File: src/rtl/ipml_reg_fifo_v2_0_if.sv
// Handshake bundle for the register FWFT FIFO: producer/consumer side signals plus status.
interface ipml_reg_fifo_v2_0_if #(
   parameter int W     = 8,
   parameter int DEPTH = 2
);
   localparam int LW = $clog2(DEPTH + 1);

   logic          flush;
   logic          data_in_valid;
   logic [W-1:0]  data_in;
   logic          data_in_ready;
   logic          data_out_ready;
   logic [W-1:0]  data_out;
   logic          data_out_valid;
   logic [LW-1:0] level;
   logic          almost_full;
   logic          almost_empty;
   logic          overflow;
   logic          underflow;

   modport master (
      output flush, data_in_valid, data_in, data_out_ready,
      input  data_in_ready, data_out, data_out_valid, level,
             almost_full, almost_empty, overflow, underflow
   );

   modport slave (
      input  flush, data_in_valid, data_in, data_out_ready,
      output data_in_ready, data_out, data_out_valid, level,
             almost_full, almost_empty, overflow, underflow
   );
endinterface

File: src/rtl/ipml_reg_fifo_v2_0.sv
// Register-array first-word-fall-through FIFO with valid/ready on both sides,
// fill level, almost flags, synchronous flush and sticky over/underflow flags.
module ipml_reg_fifo_v2_0 #(
   parameter int W             = 8,
   parameter int DEPTH         = 2,
   parameter int c_FULL_BYPASS = 0,
   parameter int c_AF_LEVEL    = DEPTH - 1,
   parameter int c_AE_LEVEL    = 1
) (
   input logic                clk,
   input logic                rst_n,
   ipml_reg_fifo_v2_0_if.slave fifo_if
);
   localparam int LW = $clog2(DEPTH + 1);
   localparam int PW = $clog2(DEPTH);

   localparam logic [LW-1:0] c_DEPTH_L = LW'(DEPTH);
   localparam logic [LW-1:0] c_AF_L    = LW'(c_AF_LEVEL);
   localparam logic [LW-1:0] c_AE_L    = LW'(c_AE_LEVEL);
   localparam logic [PW-1:0] c_LAST    = PW'(DEPTH - 1);

   logic [W-1:0]  r_mem [DEPTH];
   logic [PW-1:0] r_wrPtr;
   logic [PW-1:0] r_rdPtr;
   logic [LW-1:0] r_level;
   logic          r_readyEn;
   logic          r_overflow;
   logic          r_underflow;

   logic          w_full;
   logic          w_empty;
   logic          w_inReady;
   logic          w_outValid;
   logic          w_push;
   logic          w_pop;

   assign w_full     = (r_level == c_DEPTH_L);
   assign w_empty    = (r_level == '0);
   assign w_outValid = ~w_empty;

   // Bypass variant lets a full FIFO accept when the head is leaving this cycle.
   generate
      if (c_FULL_BYPASS != 0) begin : g_bypass
         assign w_inReady = r_readyEn & (~w_full | fifo_if.data_out_ready);
      end else begin : g_noBypass
         assign w_inReady = r_readyEn & ~w_full;
      end
   endgenerate

   assign w_push = fifo_if.data_in_valid & w_inReady & ~fifo_if.flush;
   assign w_pop  = w_outValid & fifo_if.data_out_ready & ~fifo_if.flush;

   always_ff @(posedge clk or negedge rst_n) begin
      if (!rst_n) begin
         for (int i = 0; i < DEPTH; i++) begin
            r_mem[i] <= '0;
         end
      end else if (w_push) begin
         r_mem[r_wrPtr] <= fifo_if.data_in;
      end
   end

   // r_readyEn keeps data_in_ready low until the first edge after reset release.
   always_ff @(posedge clk or negedge rst_n) begin
      if (!rst_n) begin
         r_wrPtr     <= '0;
         r_rdPtr     <= '0;
         r_level     <= '0;
         r_readyEn   <= 1'b0;
         r_overflow  <= 1'b0;
         r_underflow <= 1'b0;
      end else begin
         r_readyEn <= 1'b1;
         if (fifo_if.flush) begin
            r_wrPtr     <= '0;
            r_rdPtr     <= '0;
            r_level     <= '0;
            r_overflow  <= 1'b0;
            r_underflow <= 1'b0;
         end else begin
            if (w_push) begin
               r_wrPtr <= (r_wrPtr == c_LAST) ? '0 : r_wrPtr + PW'(1);
            end
            if (w_pop) begin
               r_rdPtr <= (r_rdPtr == c_LAST) ? '0 : r_rdPtr + PW'(1);
            end
            case ({w_push, w_pop})
               2'b10:   r_level <= r_level + LW'(1);
               2'b01:   r_level <= r_level - LW'(1);
               default: r_level <= r_level;
            endcase
            if (fifo_if.data_in_valid && !w_inReady) begin
               r_overflow <= 1'b1;
            end
            if (fifo_if.data_out_ready && !w_outValid) begin
               r_underflow <= 1'b1;
            end
         end
      end
   end

   assign fifo_if.data_in_ready  = w_inReady;
   assign fifo_if.data_out       = r_mem[r_rdPtr];
   assign fifo_if.data_out_valid = w_outValid;
   assign fifo_if.level          = r_level;
   assign fifo_if.almost_full    = (r_level >= c_AF_L);
   assign fifo_if.almost_empty   = (r_level <= c_AE_L);
   assign fifo_if.overflow       = r_overflow;
   assign fifo_if.underflow      = r_underflow;
endmodule

File: src/flat_wrapper.sv
// flat-port wrapper written by rule: the top's interface ports become plain ports
module ipml_reg_fifo_v2_0_flat 
#(
   parameter int W             = 8,
   parameter int DEPTH         = 2,
   parameter int c_FULL_BYPASS = 0,
   parameter int c_AF_LEVEL    = DEPTH - 1,
   parameter int c_AE_LEVEL    = 1
)
  (clk, rst_n, fifo_if_flush, fifo_if_data_in_valid, fifo_if_data_in, fifo_if_data_out_ready, fifo_if_data_in_ready, fifo_if_data_out, fifo_if_data_out_valid, fifo_if_level, fifo_if_almost_full, fifo_if_almost_empty, fifo_if_overflow, fifo_if_underflow);
  ipml_reg_fifo_v2_0_if #(.W(W), .DEPTH(DEPTH)) fifo_if_i ();
  input logic clk;
  input logic rst_n;
  input wire logic [$bits(fifo_if_i.flush)-1:0] fifo_if_flush;
  input wire logic [$bits(fifo_if_i.data_in_valid)-1:0] fifo_if_data_in_valid;
  input wire logic [$bits(fifo_if_i.data_in)-1:0] fifo_if_data_in;
  input wire logic [$bits(fifo_if_i.data_out_ready)-1:0] fifo_if_data_out_ready;
  output wire logic [$bits(fifo_if_i.data_in_ready)-1:0] fifo_if_data_in_ready;
  output wire logic [$bits(fifo_if_i.data_out)-1:0] fifo_if_data_out;
  output wire logic [$bits(fifo_if_i.data_out_valid)-1:0] fifo_if_data_out_valid;
  output wire logic [$bits(fifo_if_i.level)-1:0] fifo_if_level;
  output wire logic [$bits(fifo_if_i.almost_full)-1:0] fifo_if_almost_full;
  output wire logic [$bits(fifo_if_i.almost_empty)-1:0] fifo_if_almost_empty;
  output wire logic [$bits(fifo_if_i.overflow)-1:0] fifo_if_overflow;
  output wire logic [$bits(fifo_if_i.underflow)-1:0] fifo_if_underflow;
  assign fifo_if_i.flush = fifo_if_flush;
  assign fifo_if_i.data_in_valid = fifo_if_data_in_valid;
  assign fifo_if_i.data_in = fifo_if_data_in;
  assign fifo_if_i.data_out_ready = fifo_if_data_out_ready;
  assign fifo_if_data_in_ready = fifo_if_i.data_in_ready;
  assign fifo_if_data_out = fifo_if_i.data_out;
  assign fifo_if_data_out_valid = fifo_if_i.data_out_valid;
  assign fifo_if_level = fifo_if_i.level;
  assign fifo_if_almost_full = fifo_if_i.almost_full;
  assign fifo_if_almost_empty = fifo_if_i.almost_empty;
  assign fifo_if_overflow = fifo_if_i.overflow;
  assign fifo_if_underflow = fifo_if_i.underflow;
  ipml_reg_fifo_v2_0 #(.W(W), .DEPTH(DEPTH), .c_FULL_BYPASS(c_FULL_BYPASS), .c_AF_LEVEL(c_AF_LEVEL), .c_AE_LEVEL(c_AE_LEVEL)) u_core (.clk(clk), .rst_n(rst_n), .fifo_if(fifo_if_i));
endmodule
File: config.mk
export PLATFORM = sky130hd
export DESIGN_NAME = ipml_reg_fifo_v2_0_flat
export DESIGN_NICKNAME = d
export VERILOG_FILES = /design/src/rtl/ipml_reg_fifo_v2_0_if.sv /design/src/rtl/ipml_reg_fifo_v2_0.sv /design/src/flat_wrapper.sv
export SDC_FILE = /design/constraint.sdc
export NUM_CORES = 1
export LEC_CHECK = 0
export ABC_AREA = 1
export BUFFER_PORTS_ARGS = -buffer_cell sky130_fd_sc_hd__buf_2
export CAP_MARGIN = 5
export CORE_MARGIN = 3
export CORE_UTILIZATION = 40
export CTS_CLUSTER_SIZE = 12
export DETAILED_ROUTE_END_ITERATION = 8
export GPL_TIMING_DRIVEN = 0
export PLACE_DENSITY = 0.71
export SYNTH_ARGS = -nofsm -noshare
export SYNTH_HDL_FRONTEND = slang
export SYNTH_SLANG_ARGS = --single-unit
File: constraint.sdc
create_clock -name clk -period 3.2 [get_ports clk]
set_input_delay 0.64 -clock clk [delete_from_list [all_inputs] [get_ports clk]]
set_output_delay 0.64 -clock clk [all_outputs]
set_load 0.1 [all_outputs]
==> key figures, run 1 <==
Status
  • Status: finished clean

Worst setup path
  • Flop-to-flop setup slack: 1640 ps
  • Worst EP required: 2560 ps
  • Critical path buffer and inverter count: 4
  • Critical path type: flip-flop to output port
  • R2R depth: 9
  • Nature of the critical path endpoint: output port
  • Worst Path Max Fanout: 5
  • FF-to-FF End: u_core.r_mem[15]
  • Max incr delay on CP: 430 ps
  • Critical Path AT: 1640 ps
  • Crit-path leading delay family: buffers and inverters
  • Cell Chain, Critical Path: inv_1 > ha_1 > inv_2 > buf_4 > buf_2
  • FF-to-FF Start: u_core.fifo_if.level[0]
  • CP Launch Type: flip-flop
  • Critical Path Slowest Stage Cell: dfrtp_1

Timing
  • Final hold vios: 0
  • Setup violators final: 0
  • Setup TNS: 0 ps
  • Worst Max-Slew Pin Slew: 522 ps
  • Fmax: 438 MHz
  • Period utilization: 71.3%
  • Max-slew violations: 0
  • Setup Skew: 4.85 ps
  • Slew headroom: 65.2%
  • RSZ-0062 raised after global routing: no
  • Min Tclk post-route: 2280 ps

Finish
  • Area grow syn2layout: 17.5%
  • Fillers: 259
  • N_diodes: 0
  • Layout cell share with drive strength beyond 1: 37.6%
  • Most frequent cells in the layout: nand2_1, buf_2, dfrtp_1
  • Most common cell after layout, fill and taps aside: nand2_1
  • Fin nets: 182

Synthesis
  • Synthesized cell area: 0.00117 sq mm
  • Sequential fraction of the synthesis area: 49.3%
  • Syn_area_per_cell: 8.79 sq um
  • Seq cells post-synth: 23
  • Share of the synthesized area in the top cell type: 49.3%
  • Largest cells by area after synthesis: dfrtp_1, nand2_1, o21ai_2, inv_1, ha_1
  • Post-synth cell types: 21
  • Warnings from Yosys: 0
  • Yosys top cell by area: dfrtp_1
  • Synth Instances: 133
  • Syn nets: 149

Floorplanning
  • Die area: 0.00361 sq mm
  • DIE WIDTH: 60.1 microns
  • Io pins: 29
  • Initial core utilization: 44.3%
  • CORE AREA: 0.00264 sq mm
  • Rows: 18
  • Die height: 60.1 microns

CTS
  • Worst-Skew Late Latency: 300 ps
  • Post-CTS setup buffers: 0
  • H-tree depth: 1
  • Clock buffer depth: 2
  • # hold bufs at CTS: 0
  • Clk sink count: 23
  • Reg clk slew, reported paths: 120 ps
  • CTS Root Buffer Type: clkbuf_4
  • Post-CTS sizing: 0
  • CTS buffer count: 3
  • CTS tree: yes

Global route
  • Initial antenna violation count: 0
  • Vias in the first global route: 913
  • GRT Residual Overflow: 0
  • First-pass GRT wire length: 3.62 mm
  • Largest net degree at the start of global routing: 24
  • Tot GR Track Use: 13.1%

Placement
  • Routability cong.: 0.747
  • Post-DP HPWL: 1.65 mm
  • Port bufs: 28

Routing
  • Routed WL: 2.20 mm
  • Detailed Routing Iterations Pass 1: 4
  • Post-route ant nets: 0
  • Vias per cell: 4.71
  • Routed WL per cell: 11.3 microns
  • Post-route DRC: 0
  • Initial DRC Count: 29
  • Via count: 918

Flow run
  • Max-cap viol count: 0

Min path
  • Hold Path Class: primary input to async pin
-- metrics by stage --
| stage | std cells | utilization [%] | area (sq um) | hold slack [ps] | worst slack, ps |
|---|---|---|---|---|---|
| after CTS | 195 | 52.1 | 1370 | 308 | 893 |
| after detailed placement | 191 | 51.1 | 1350 | 468 | 1240 |
| after floorplan | 133 | - | 1170 | 344 | 453 |
| after global placement | 191 | 51.1 | 1350 | 464 | 1260 |
| final | 195 | 52.1 | 1370 | 298 | 918 |
| after global routing | 195 | 52.1 | 1370 | 319 | 782 |
-- synth_stat cells (all sizes together) --
cell	instances
nand3	3
inv	17
conb	1
or2	1
ha	3
dfrtp	23
clkinv	1
a21oi	3
o21ai	20
nor2	4
nand2	53
buf	4
-- routing by layer --
layer	global-route usage [%]	share of wire, %	routed length, microns	vias to the layer above
met4	2.85	0.54	12	0
met2	23.8	50	1090	24
li1	-	-	-	466
met5	0	0	0	-
met3	3.24	5.5	121	2
met1	15.6	44	977	426
-- cell families (layout without fill, tap and decap cells) --
group | count (synthesis) | in the layout | share of synthesized area, %
other | 1 | 1 | 0.321
and+or+nand+nor | 61 | 61 | 23.1
DFF | 23 | 23 | 49.3
buffers and inverters | 22 | 54 | 8.78
AOI/OAI and AO/OA | 23 | 23 | 15.3
adders and majority gates | 3 | 3 | 3.21
-- worst max-delay path by stage --
stage	from	to	depth (start not counted)
2_1_floorplan	u_core.fifo_if.level[0]	fifo_if_data_out_valid	4
3_3_place_gp	u_core.r_rdPtr	fifo_if_data_out[4]	5
3_5_place_dp	u_core.r_rdPtr	fifo_if_data_out[5]	5
4_1_cts	u_core.r_rdPtr	fifo_if_data_out[5]	5
5_1_grt	u_core.r_rdPtr	fifo_if_data_out[3]	5
6_report	u_core.fifo_if.level[0]	fifo_if_data_out_valid	5
-- area by class of cell --
cell class              count  area, sq um  area share [%]
clock buffers               4         26.3            1.91
flip-flops and latches     23          576            41.9
repair buffers             28          140            10.2
plain buffers               4         35.0            2.55
well taps                  30         37.5            2.73
multi-input cells          88          490            35.7
inverters                  18         67.6            4.92
-- state kept, by name (all words and copies together), names as in the netlist --
name and cells:
u_core.r_wrPtr 1, u_core.r_rdPtr 1, u_core.fifo_if.overflow 1, u_core.fifo_if.level 2, u_core.r_readyEn 1, u_core.r_mem 16
u_core.fifo_if.underflow 1
Power of run 1 is not shown: default switching activity piles up to over one toggle a cycle in this logic, so the estimate is an artifact.
==> run 2: changes to the inputs <==
clock period = 2.35 ns   (was 3.2 ns; I/O delays follow)
==> key figures, run 2 (same netlist as run 1, synthesis figures left out) <==
Floorplanning
  • Io pins: 29 (unchanged)
  • Rows: 18 (unchanged)
  • DIE WIDTH: 60.1 microns (unchanged)
  • Initial core utilization: 44.3% (unchanged)
  • Die height: 60.1 microns (unchanged)
  • Die area: 0.00361 sq mm (unchanged)
  • CORE AREA: 0.00264 sq mm (unchanged)

Timing
  • Period utilization: 92.5%
  • Setup violators final: 0 (unchanged)
  • Slew headroom: 66.3% (was 65.2%)
  • Fmax: 460 MHz
  • Setup TNS: 0 ps (unchanged)
  • RSZ-0062 raised after global routing: no (unchanged)
  • Worst Max-Slew Pin Slew: 505 ps (was 522 ps)
  • Max-slew violations: 0 (unchanged)
  • Setup Skew: 9.53 ps (was 4.85 ps)
  • Final hold vios: 0 (unchanged)
  • Min Tclk post-route: 2170 ps

Routing
  • Vias per cell: 4.82 (was 4.71)
  • Post-route DRC: 0 (unchanged)
  • Via count: 940 (was 918)
  • Detailed Routing Iterations Pass 1: 4 (unchanged)
  • Routed WL: 2.15 mm (was 2.20 mm)
  • Routed WL per cell: 11.0 microns (was 11.3 microns)
  • Post-route ant nets: 0 (unchanged)
  • Initial DRC Count: 26 (was 29)

Finish
  • Area grow syn2layout: 17.7% (was 17.5%)
  • Fin nets: 182 (unchanged)
  • Design area: 0.00138 sq mm (was 0.00137 sq mm)
  • Most frequent cells in the layout: nand2_1, buf_2, dfrtp_1 (unchanged)
  • Max reg flops: 16 (unchanged)
  • N_diodes: 0 (unchanged)
  • Reg with most FFs: u_core.r_mem (unchanged)
  • Most common cell after layout, fill and taps aside: nand2_1 (unchanged)
  • Layout cell share with drive strength beyond 1: 38.8% (was 37.6%)

Worst setup path
  • Critical Path AT: 1700 ps (was 1640 ps)
  • Worst EP required: 1880 ps (was 2560 ps)
  • Critical path type: flip-flop to output port (unchanged)
  • Flop-to-flop setup slack: 830 ps (was 1640 ps)
  • Nature of the critical path endpoint: output port (unchanged)
  • Worst Path Max Fanout: 10 (was 5)
  • CP Launch Type: flip-flop (unchanged)

Global route
  • Vias in the first global route: 906 (was 913)
  • First-pass GRT wire length: 3.80 mm (was 3.62 mm)
  • Initial antenna violation count: 0 (unchanged)
  • GRT Residual Overflow: 0 (unchanged)
  • Largest net degree at the start of global routing: 24 (unchanged)
  • Tot GR Track Use: 13.9% (was 13.1%)

CTS
  • Post-CTS sizing: 0 (unchanged)
  • # hold bufs at CTS: 0 (unchanged)
  • Clock buffer depth: 2 (unchanged)
  • CTS Root Buffer Type: clkbuf_4 (unchanged)
  • Reg clk slew, reported paths: 130 ps (was 120 ps)
  • Worst-Skew Late Latency: 310 ps (was 300 ps)
  • Clk sink count: 23 (unchanged)
  • H-tree depth: 1 (unchanged)
  • Post-CTS setup buffers: 0 (unchanged)
  • CTS tree: yes (unchanged)
  • CTS buffer count: 3 (unchanged)

Min path
  • Hold Path Class: primary input to async pin (unchanged)

Placement
  • Routability cong.: 0.758 (was 0.747)
  • Post-DP HPWL: 1.57 mm (was 1.65 mm)
  • Placed cell area: 0.00135 sq mm (about the same)
  • Port bufs: 28 (unchanged)

Flow run
  • Max-cap viol count: 0 (unchanged)

Status
  • Status: finished clean (unchanged)
[run 2: worst paths after layout]
kind / startpoint / end / depth (start not counted)
worst max register to register: u_core.fifo_if.level[0] / u_core.r_mem[15] / 9
min in group clk: fifo_if_flush / u_core.fifo_if.underflow / 2
worst min-delay path: rst_n / u_core.r_mem[14] / 1
max in group asynchronous: rst_n / u_core.fifo_if.level[1] / 1
worst max-delay path: u_core.r_rdPtr / fifo_if_data_out[6] / 5
worst min register to register: u_core.r_mem[1] / u_core.r_mem[1] / 2
[run 2: cell type report]
type	count	area, sq um
clock buffer	4	26.3
tap	30	37.5
multi-input combinational	88	490
inverter	18	67.6
buffer	4	35.0
timing repair buffer	28	140
fill	260	1260
sequential	23	578
[run 2: per-stage QoR]
stage,cells,setup WS (ps),util (%),hold WS (ps)
floorplan,133,84.2,-,174
detailed placement,191,552,51.2,468
CTS,195,184,52.2,124
global route,195,71.4,52.2,135
finish,195,176,52.2,112
global placement,191,575,51.2,464
[run 2: worst max-delay path, cell delays in order (launching register included)]
cell,delay (ps)
dfrtp_1,350
buf_2,220
clkinv_1,320
nand2_1,140
nand2_1,70
buf_2,290
[run 2: routing by layer]
layer	vias to the layer above	global-route usage [%]	routed length, microns
li1	470	-	-
met1	435	17.3	950
met2	33	24.1	1040
met3	2	2.38	153
met4	0	4.75	8
met5	-	0	0
Power of run 2 is left out for the same reason.
